File: src/rtl/ttt2_bist_pkg.sv
// Shared types and constants for the ttt2 BIST controller.
// Latency: n/a (declarations only).
// Backpressure: n/a.
package ttt2_bist_pkg;

    localparam int VEC_W_DEF  = 24;
    localparam int RESP_W_DEF = 21;

    // Pattern LFSR feedback taps: x^24+x^23+x^22+x^17+1 -> bits 23,22,21,16.
    localparam logic [23:0] LFSR_POLY_TAPS = 24'hE1_0000;

    // Signature register polynomial x^21+x^2+1 (Galois, x^21 term implicit).
    localparam logic [20:0] MISR_POLY = 21'h000005;

    typedef enum logic [2:0] {
        ST_IDLE,
        ST_SEED,
        ST_RUN,
        ST_FLUSH,
        ST_CMP,
        ST_DONE
    } state_t;

endpackage

File: src/rtl/ttt2_misr.sv
// Multiple-input signature register: compacts one parallel response word per enabled cycle.
// Latency: absorbed response is visible on sig one cycle after it is presented.
// Backpressure: none; absorbs whenever en is high, load has priority over en.
//
// Ports: clk/rst_n (async active-low), load + seed (synchronous seed load),
//        en + resp (parallel response input), sig (current signature).
module ttt2_misr
    import ttt2_bist_pkg::*;
#(
    parameter int             W    = RESP_W_DEF,
    parameter logic [W-1:0]   POLY = MISR_POLY
) (
    input  logic          clk,
    input  logic          rst_n,
    input  logic          load,
    input  logic [W-1:0]  seed,
    input  logic          en,
    input  logic [W-1:0]  resp,
    output logic [W-1:0]  sig
);

    always_ff @(posedge clk or negedge rst_n) begin
        if (!rst_n) begin
            sig <= '0;
        end else if (load) begin
            sig <= seed;
        end else if (en) begin
            sig <= {sig[W-2:0], 1'b0} ^ (sig[W-1] ? POLY : '0) ^ resp;
        end
    end

endmodule

File: src/rtl/ttt2_bist_ctrl.sv
// BIST controller for the ttt2 netlist: LFSR patterns out, MISR-compacted responses in, golden compare.
// Latency: start to done_pad = N_PAT+2 cycles (N_PAT+3 with TTT2_BIST_PIPE_EN defined).
// Backpressure: none; start_pad is sampled only in IDLE/DONE and ignored while busy.
//
// Ports: clk_pad, rst_n_pad (async active-low), start_pad (run request),
//        vec_pad (pattern to netlist), resp_pad (netlist outputs),
//        busy_pad / done_pad / pass_pad (status), sig_pad (current signature).
// Optional macro TTT2_BIST_PIPE_EN: registers resp_pad before the MISR and adds a FLUSH state.
module ttt2_bist_ctrl
    import ttt2_bist_pkg::*;
#(
    parameter int                 VEC_W      = VEC_W_DEF,
    parameter int                 RESP_W     = RESP_W_DEF,
    parameter int                 N_PAT      = 1024,
    parameter logic [VEC_W-1:0]   LFSR_SEED  = 24'h000001,
    parameter logic [RESP_W-1:0]  MISR_SEED  = 21'h000000,
    parameter logic [RESP_W-1:0]  GOLDEN_SIG = 21'h000000
) (
    input  logic               clk_pad,
    input  logic               rst_n_pad,
    input  logic               start_pad,
    output logic [VEC_W-1:0]   vec_pad,
    input  logic [RESP_W-1:0]  resp_pad,
    output logic               busy_pad,
    output logic               done_pad,
    output logic               pass_pad,
    output logic [RESP_W-1:0]  sig_pad
);

    // An all-zero LFSR would lock up, so a zero seed is promoted to 1.
    localparam logic [VEC_W-1:0] LFSR_INIT = (LFSR_SEED == '0) ? VEC_W'(1) : LFSR_SEED;
    localparam logic [15:0]      LAST_CNT  = 16'(N_PAT - 1);

    state_t             state;
    logic [VEC_W-1:0]   lfsr;
    logic [VEC_W-1:0]   lfsr_next;
    logic [15:0]        cnt;
    logic               busy_q;
    logic               done_q;
    logic               pass_q;

    logic               misr_load;
    logic               misr_en;
    logic [RESP_W-1:0]  misr_in;
    logic [RESP_W-1:0]  misr_sig;

    assign lfsr_next = {lfsr[VEC_W-2:0], ^(lfsr & VEC_W'(LFSR_POLY_TAPS))};
    assign misr_load = (state == ST_SEED);

`ifdef TTT2_BIST_PIPE_EN
    // One register stage on the response path; resp_vld_q marks which
    // cycles carry a real response (the first RUN cycle sees a bubble).
    logic [RESP_W-1:0] resp_q;
    logic              resp_vld_q;

    always_ff @(posedge clk_pad or negedge rst_n_pad) begin
        if (!rst_n_pad) begin
            resp_q     <= '0;
            resp_vld_q <= 1'b0;
        end else begin
            resp_q     <= resp_pad;
            resp_vld_q <= (state == ST_RUN);
        end
    end

    assign misr_en = resp_vld_q;
    assign misr_in = resp_q;
`else
    assign misr_en = (state == ST_RUN);
    assign misr_in = resp_pad;
`endif

    ttt2_misr #(
        .W    (RESP_W),
        .POLY (RESP_W'(MISR_POLY))
    ) u_misr (
        .clk   (clk_pad),
        .rst_n (rst_n_pad),
        .load  (misr_load),
        .seed  (MISR_SEED),
        .en    (misr_en),
        .resp  (misr_in),
        .sig   (misr_sig)
    );

    // The LFSR register doubles as the vec_pad driver: it is loaded on entry
    // to RUN and cleared on entry to CMP, so vec_pad is zero everywhere else.
    always_ff @(posedge clk_pad or negedge rst_n_pad) begin
        if (!rst_n_pad) begin
            state  <= ST_IDLE;
            lfsr   <= '0;
            cnt    <= '0;
            busy_q <= 1'b0;
            done_q <= 1'b0;
            pass_q <= 1'b0;
        end else begin
            case (state)
                ST_IDLE: begin
                    if (start_pad) begin
                        state  <= ST_SEED;
                        busy_q <= 1'b1;
                    end
                end
                ST_SEED: begin
                    state  <= ST_RUN;
                    lfsr   <= LFSR_INIT;
                    cnt    <= '0;
                    pass_q <= 1'b0;
                end
                ST_RUN: begin
                    if (cnt == LAST_CNT) begin
`ifdef TTT2_BIST_PIPE_EN
                        // Hold the last pattern so FLUSH keeps driving it.
                        state <= ST_FLUSH;
`else
                        state <= ST_CMP;
                        lfsr  <= '0;
`endif
                    end else begin
                        lfsr <= lfsr_next;
                        cnt  <= cnt + 16'd1;
                    end
                end
                ST_FLUSH: begin
                    state <= ST_CMP;
                    lfsr  <= '0;
                end
                ST_CMP: begin
                    state  <= ST_DONE;
                    pass_q <= (misr_sig == GOLDEN_SIG);
                    busy_q <= 1'b0;
                    done_q <= 1'b1;
                end
                ST_DONE: begin
                    if (start_pad) begin
                        state  <= ST_SEED;
                        busy_q <= 1'b1;
                        done_q <= 1'b0;
                    end
                end
                default: begin
                    state  <= ST_IDLE;
                    lfsr   <= '0;
                    busy_q <= 1'b0;
                    done_q <= 1'b0;
                end
            endcase
        end
    end

    assign vec_pad  = lfsr;
    assign busy_pad = busy_q;
    assign done_pad = done_q;
    assign pass_pad = pass_q;
    assign sig_pad  = misr_sig;

endmodule

File: config.mk
export PLATFORM = sky130hd
export DESIGN_NAME = ttt2_bist_ctrl
export DESIGN_NICKNAME = d
export VERILOG_FILES = /design/src/rtl/ttt2_bist_pkg.sv /design/src/rtl/ttt2_misr.sv /design/src/rtl/ttt2_bist_ctrl.sv
export SDC_FILE = /design/constraint.sdc
export NUM_CORES = 1
export LEC_CHECK = 0
export ABC_AREA = 1
export CORE_MARGIN = 2
export CORE_UTILIZATION = 40
export DETAILED_ROUTE_END_ITERATION = 8
export PLACE_DENSITY = 0.69
export SYNTH_ARGS = -nofsm -noshare
export SYNTH_HDL_FRONTEND = slang
export SYNTH_SLANG_ARGS = --single-unit
File: constraint.sdc
create_clock -name clk_pad -period 1.8 [get_ports clk_pad]
set_input_delay 0.45 -clock clk_pad [delete_from_list [all_inputs] [get_ports clk_pad]]
set_output_delay 0.45 -clock clk_pad [all_outputs]
set_load 0.02 [all_outputs]
**Word level (Yosys, flattened, before mapping)**

Cells that the tools add are included.

- Flip-flop bits (word level): 67
- Input bits: 24
- Output and inout bits: 48

- $add $sub $neg: 1
- Equality and inequality tests: 10
- Muxes and demuxes: 15
- Bitwise logic cells: 4
- Reduce and logical (&&, ||, !) cells: 13

Operators by type and width:

| operator | count |
|---|---|
| one-hot mux 24 bit (3 select lines) | 1 |
| 2-to-1 mux 21 bit | 2 |
| bitwise XOR 21 bit | 2 |
| one-hot mux 16 bit (2 select lines) | 1 |
| 2-to-1 mux 24 bit | 1 |
| XOR reduction 24 bit | 1 |
| logical NOT 21 bit | 1 |
| adder 16 x 1 -> 16 bit, second input constant | 1 |
| equality test 16 x 10 -> 1 bit, second input constant | 1 |
| 2-to-1 mux 16 bit | 1 |
| one-hot mux 3 bit (5 select lines) | 1 |
| 2-to-1 mux 3 bit | 3 |
| AND reduction 2 bit | 4 |
| equality test 3 x 2 -> 1 bit, second input constant | 2 |
| equality test 3 bit, second input constant | 2 |
| OR reduction 3 bit | 2 |
| != test 2 x 1 -> 1 bit, second input constant | 2 |
| != test 2 bit, second input constant | 2 |
| one-hot mux 1 bit (2 select lines) | 2 |
| nonzero test 2 bit | 2 |
| OR reduction 4 bit | 1 |
| equality test 3 x 1 -> 1 bit, second input constant | 1 |
| logical NOT 3 bit | 1 |
| one-hot mux 1 bit (3 select lines) | 1 |
| other kinds (3) | 5 |

**Logic depth before layout (Yosys ltp)**

Gate-level depths: netlist of the first run.

- Depth in word-level cells: 5
- Gate-level depth with buffers: 10
- Gate-level depth less buffers: 9

**Modules after synthesis**

From an unflattened synthesis of the first run, not the netlist that was laid out.

- Cell total of the unflattened synthesis: 419
- Area total of the unflattened synthesis: 3,671.0 µm²

By module, submodules not included:

| module | times used | cells each | area an instance (µm²) |
|---|---|---|---|
| ttt2_bist_ctrl | 1 | 317 | 2,417.3 |
| ttt2_misr | 1 | 102 | 1,253.7 |

**Worst setup path before layout of the first run**

No wires, ideal clock.

- Path type: register to register
- Start: register cnt[0]
- End: register cnt[10]
- Setup time: 0.117 ns
- Arrival time: 1.354 ns
- Path slack: 0.329 ns
- Cell stages (with the launch flop): 10
- Path buffers: 1
- Period minus slack after synthesis: 1.471 ns
- Cells stage by stage: dfrtp_1 -> ha_1 -> nand3_4 -> nor2_8 -> nand2_4 -> nand2_4 -> nand2_4 -> buf_6 -> nand2_1 -> nand2_1

- Word-level cells in the longest chain between the ends: 3
- Elaborated cells between the ends (all ways): 6
- Those cells by class: 1 x add/sub; 2 x eq/ne; 2 x mux; 1 x reduce/logical

RTL lines:

| item | RTL line | RTL |
|---|---|---|
| start, declared | ttt2_bist_ctrl.sv:37 | `logic [15:0] cnt;` |
| start signal, assigned | ttt2_bist_ctrl.sv:121 | `cnt <= cnt + 16'd1;` |
| adder 16 x 1 -> 16 bit or equality test 16 x 10 -> 1 bit (tied branches) | ttt2_bist_ctrl.sv:121, ttt2_bist_ctrl.sv:111 |  |
| 2-to-1 mux 16 bit or != test 2 bit (tied branches) | n/a |  |
| one-hot mux 16 bit (2 select lines) or AND reduction 2 bit (tied branches) | n/a |  |

Several ways; a longest one is shown, not always the timed one. The select of a mux whose other input is x is not followed.
A chain may end at the register's enable or synchronous reset.

**Worst setup path in the final report of the first run**

- Start: register pass_q (netlist: pass_pad)
- End: output pass_pad

RTL lines:

| item | RTL line | RTL |
|---|---|---|
| start, declared | ttt2_bist_ctrl.sv:40 | `logic pass_q;` |
| start signal, assigned | ttt2_bist_ctrl.sv:130 | `pass_q <= (misr_sig == GOLDEN_SIG);` |
| end, declared | ttt2_bist_ctrl.sv:26 | `output logic pass_pad,` |

No word-level cell between the ends.

==> qor.yml, run 1 <==
run_status:
  status: "finished, final reports clean"
global_route:
  grt_pass1_wl_um: 14100
  grt_usage: 0.196
  grt_max_degree: 68
  grt_overflow: 0
  grt_pass1_vias: 2998
  antenna_found_initial: 0
synthesis:
  yosysWarnings: 0
  mappedNetlistNets: 437
  synth_top_area_frac: 0.496
  ys_seq_area_frac: 0.496
  synth_area_sq_um: 3380
  synth.distinct_cells: 24
  ys_ff_latch: 67
  synth.avg_cell_area_sq_um: 8.21
  yosysTopAreaCell: "dfrtp_1"
  synth.area.top_cells: "dfrtp_1, nand2_1, nand3_1"
  syn_inst: 412
floorplanning:
  core-area_sq_um: 8220
  initial_utilization: 0.411
  num_rows: 33
  io_pins: 72
  dieArea_sq_um: 9200
  chipWidth_um: 95.9
  die_h_um: 95.9
setup_path:
  worstPathMaxFanout: 2
  crit_path_start_kind: "register"
  path_class: "register to output port"
  crit_family: "buffers and inverters"
  required_ns: 1.35
  end_kind: "output port"
  worstPathArrival_ns: 1.31
  crit_path_max_incr_delay_ns: 0.62
  worst-path-buf-inv: 1
  cp_slowest_cell: "clkdlybuf4s50_1"
  cp_cell_sequence: "clkdlybuf4s50_1"
power:
  clockPowerShare: 0.265
  ir_drop_mv: 0.932
  p_int_uw: 3540
  power.net_switching_uw: 2340
  cellLeakagePower_uw: 0.00238
  power_density_nw_per_um2: 1330
  p_sw_frac: 0.399
  p_comb_frac: 0.377
  p_seq_frac: 0.358
sta:
  period_share: 0.977
  worst_pin_slew_ns: 0.419
  slew_headroom: 0.720
  setup-violations-final: 0
  max_clock_freq_mhz: 569
  finClkSkew_ns: 0.0156
  fin_tns_setup_ns: 0
  period_needed_ns: 1.76
  final-hold-violation-count: 0
  slew_viol_final: 0
  worst_slack_ns: 0.0415
  rsz0062_at_grt: "no"
cts:
  postCtsHoldBufs: 0
  cts_setup_buffers: 0
  clk_path_buf_depth: 2
  root_buffer: "clkbuf_8"
  cts.clk_slew.worst_paths_ns: 0.09
  cts_made_buffers: 9
  cts.sinks: 67
  htree_levels: 3
  cts_tree: "done"
  insertion_delay_ns: 0.35
final_layout:
  syn_to_final_growth_pct: 31.2
  postLayoutCoreUtil: 0.540
  drive_above_1_share: 0.0793
  layout.cells.non_filler: 597
  antenna_cells: 0
  fill_cells: 770
  nNetsFinal: 512
detailed_routing:
  drt_iter0_drc: 129
  drt_pass1_iterations: 4
  vias: 2990
  route.detailed.drc: 0
  antenna_left: 0
  drt-total-wl_um: 8180
  via_per_inst: 5.01
  post_drt_wl_per_cell_um: 13.7
place:
  dp_cells: 581
  pre_cts_slack_ns: 0.208
  place_hpwl_um: 5730
  gp_congestion: 0.843
  numPortBuffers: 71
hold_path:
  hold_class: "primary input to asynchronous set/reset pin"
job:
  maxCapViolCount: 0
[path summary, 6_finish.rpt]
check,end,startpoint,cells after the start,slack [ns]
min in group clk_pad,busy_pad,busy_pad,2,0.51
min,u_misr.sig[5],rst_n_pad,2,0.12
max,pass_pad,pass_pad,1,0.04
min reg2reg,busy_pad,busy_pad,2,0.51
max in group asynchronous,vec_pad[21],rst_n_pad,2,1.41
max reg2reg,vec_pad[21],cnt[0],7,0.20
[cell families after synthesis]
logic type               after synthesis  share of synthesized area
AO/OA/AOI/OAI                         38                     0.0648
XOR/XNOR                              25                     0.0648
adder cells (fa/ha/maj)                1                    0.00370
buffers and inverters                 57                     0.0696
flip-flops                            67                      0.496
AND/OR/NAND/NOR                      224                      0.301
[through the flow]
stage | cell area (sq um) | power [uW] | hold WS, ns
floorplan | 3380 | 3580 | 0.154
global placement | 4220 | 4430 | 0.492
detailed placement | 4220 | 4500 | 0.494
CTS | 4420 | 5930 | 0.123
global route | 4440 | 6260 | 0.132
finish | 4440 | 5880 | 0.115
[cells in the final DEF, fill, tap and decap left out, drive strengths merged, types with 7 or more instances in the layout]
cell,Yosys,final
buf,7,10
o22ai,12,12
nand4,10,10
nand2,108,108
nor2,35,35
o21ai,22,22
dfrtp,67,67
dlygate4sd2,0,38
nand3,68,68
inv,41,42
xnor2,23,23
dlymetal6s2s,0,7
clkdlybuf4s50,0,25
clkbuf,9,9
[state kept, by name, indices dropped and copies added, names as in the netlist]
register,cells
pass_pad,1
cnt,16
done_pad,1
state,3
vec_pad,24
busy_pad,1
u_misr.sig,21
[area by class of cell]
| class | instances | area (sq um) | share of cell area |
|---|---|---|---|
| Inverter | 41 | 154 | 0.0347 |
| Tap cell | 105 | 131 | 0.0296 |
| Clock buffer | 9 | 124 | 0.0279 |
| Sequential cell | 67 | 1680 | 0.378 |
| Timing Repair Buffer | 80 | 756 | 0.170 |
| Clock inverter | 7 | 125 | 0.0282 |
| Multi-Input combinational cell | 288 | 1470 | 0.331 |
[cell usage after synthesis (all sizes together)]
| master | instances |
|---|---|
| o22ai | 12 |
| nand2 | 108 |
| nand3 | 68 |
| nor3 | 3 |
| nand4 | 10 |
| a21oi | 3 |
| clkbuf | 9 |
| o21ai | 22 |
| xor2 | 2 |
| inv | 41 |
| ha | 1 |
| xnor2 | 23 |
| buf | 7 |
| dfrtp | 67 |
| nor2 | 35 |
| o21bai | 1 |
[layer usage]
layer | global-route usage | up-vias | part of all wire
met5 | 0 | - | 0
li1 | - | 1485 | -
met1 | 0.251 | 1439 | 0.44
met4 | 0.0893 | 0 | 0.026
met3 | 0.0352 | 18 | 0.032
met2 | 0.325 | 48 | 0.50
[what timing repair did]
item	CTS	global route
setup endpoints to repair	38	7
gates resized for setup	38	7
endpoints found under the hold margin	0	0
[power groups by stage]
stage	clock, uW	combinational (uW)	sequential (uW)
floorplan	0	1210	2360
global placement	0	2300	2130
detailed placement	0	2360	2140
CTS	1580	2240	2110
global route	1670	2430	2160
finish	1560	2220	2100
Note: power is estimated with default switching activity, not from simulation.
==> run 2: changes to the inputs <==
--- a/config.mk
+++ b/config.mk
@@ -6,10 +6,10 @@
 export NUM_CORES = 1
 export LEC_CHECK = 0
 export ABC_AREA = 1
-export CORE_MARGIN = 2
 export CORE_UTILIZATION = 40
 export DETAILED_ROUTE_END_ITERATION = 8
 export PLACE_DENSITY = 0.69
+export SETUP_SLACK_MARGIN = 0.4
 export SYNTH_ARGS = -nofsm -noshare
 export SYNTH_HDL_FRONTEND = slang
 export SYNTH_SLANG_ARGS = --single-unit
==> run 2 against run 1 <==
Compared with the run above:
- via count is 8.9% higher
- clock-buffer cell count up 3
- setup slack improved by 0.30 ns
- cell count increased by 6.9%
- design area is 7.0% higher
- total power up 5.0%
- worst hold slack got worse by 0.022 ns
- sequential share of layout area decreased by 2.3 points
- clock skew decreased by 0.0073 ns
- wire length grew 14%
- sequential cell count stayed put
- sequential power is essentially flat
- largest cell class unchanged
==> qor.yml, run 2 (synthesized netlist as in run 1, its figures left out) <==
setup_path:
  worstPathMaxFanout: 7
  worstPathArrival_ns: 1.75
  rrSetupSlack_ns: 0.34
  path_class: "register to register"
  end_kind: "register"
  required_ns: 2.09
  crit_path_start_kind: "register"
floorplanning:
  dieArea_sq_um: 8820
  chipWidth_um: 93.9
  die_h_um: 93.9
  num_rows: 33
  initial_utilization: 0.411
  io_pins: 72
  core-area_sq_um: 8220
sta:
  period_share: 0.811
  slew_headroom: 0.753
  whs_ns: 0.0935
  worst_pin_slew_ns: 0.371
  rsz0062_at_grt: "yes"
  final-hold-violation-count: 0
  max_clock_freq_mhz: 685
  finClkSkew_ns: 0.00829
  setup-violations-final: 0
  period_needed_ns: 1.46
  slew_viol_final: 0
  fin_tns_setup_ns: 0
global_route:
  grt_pass1_wl_um: 14200
  antenna_found_initial: 0
  grt_overflow: 0
  grt_usage: 0.211
  grt_pass1_vias: 2981
  grt_max_degree: 68
detailed_routing:
  drt_iter0_drc: 181
  antenna_left: 0
  drt-total-wl_um: 9330
  route.detailed.drc: 0
  vias: 3255
  drt_pass1_iterations: 5
  via_per_inst: 5.10
  post_drt_wl_per_cell_um: 14.6
cts:
  clk_path_buf_depth: 2
  htree_levels: 3
  cts_tree: "done"
  cts.sinks: 67
  insertion_delay_ns: 0.35
  cts_made_buffers: 9
  root_buffer: "clkbuf_8"
  cts.clk_slew.worst_paths_ns: 0.07
power:
  power_density_nw_per_um2: 1300
  p_total_uw: 6180
  cellLeakagePower_uw: 0.00239
  ir_drop_mv: 0.634
place:
  place_hpwl_um: 5360
  numPortBuffers: 71
  gp_congestion: 0.835
final_layout:
  nNetsFinal: 553
  syn_to_final_growth_pct: 40.3
  final_common_cell: "nand2_1"
  layout_common_cells: "nand2_1, nand3_1, dfrtp_1"
  antenna_cells: 0
  largest_reg_flops: 24
  drive_above_1_share: 0.278
run_status:
  status: "finished, final reports clean"
hold_path:
  hold_class: "primary input to asynchronous set/reset pin"
job:
  maxCapViolCount: 0
run 2: cell types whose count changed in the layout (fill, tap and decap cells not counted), sizes merged:
cell and delta:
clkinv -1, dlygate4sd2 -38, clkinvlp +2, dlymetal6s2s -7
bufinv -3, clkdlybuf4s50 -3, inv -1, nand2 +1
buf +86, clkbuf +5
run 2: worst max-delay path, stage by stage, from the launching register on:
cell and delay [ns]:
dfrtp_1 0.45, nand2_2 0.09, inv_1 0.09, nand2_2 0.07
nor2_4 0.17, nand2_8 0.11, nand2_8 0.12, buf_6 0.14
nand3_1 0.08, nand2_1 0.07
run 2: per-stage QoR:
step | util | setup WS, ns | area, sq um | instances
floorplan | - | 0.417 | 3390 | 412
global placement | 0.514 | 0.237 | 4220 | 580
detailed placement | 0.514 | 0.212 | 4220 | 580
CTS | 0.529 | 0.305 | 4350 | 615
global route | 0.577 | 0.249 | 4740 | 638
finish | 0.577 | 0.340 | 4740 | 638
run 2: report_power, final:
group / switching (uW) / leakage [uW] / total (uW) / internal, uW
clock: 594 / 0.0000884 / 1170 / 571
combinational: 1710 / 0.00141 / 2930 / 1220
sequential: 276 / 0.000894 / 2080 / 1810
total: 2580 / 0.00239 / 6180 / 3590
run 2: routing by layer:
layer,wire length (um),track usage
met5,0,0
met2,4520,0.341
met4,192,0.0885
met1,4210,0.280
met3,409,0.0340
run 2: worst paths after layout:
kind | end | from | cells past startpoint
max | state[0] | cnt[8] | 9
min | cnt[14] | rst_n_pad | 2
max reg2reg | state[0] | cnt[8] | 9
min reg2reg | busy_pad | busy_pad | 2
max in group asynchronous | cnt[12] | rst_n_pad | 2
min in group clk_pad | busy_pad | busy_pad | 2
run 2: cell type report:
type                       instances  area (sq um)
sequential                        67          1680
multi-input combinational        289          1580
timing repair buffer             120          1010
clock buffer                      12           155
inverter                          41           156
fill                             719          3470
tap                              105           131
clock inverter                     4          25.0
run 2: timing repair:
item,in CTS,in global routing
buffers inserted,19,20
gates cloned,0,3
endpoints found under the setup margin,111,84
pin swaps,1,5
resized for setup,204,61
hold buffers,0,0
hold endpoints to repair,0,0
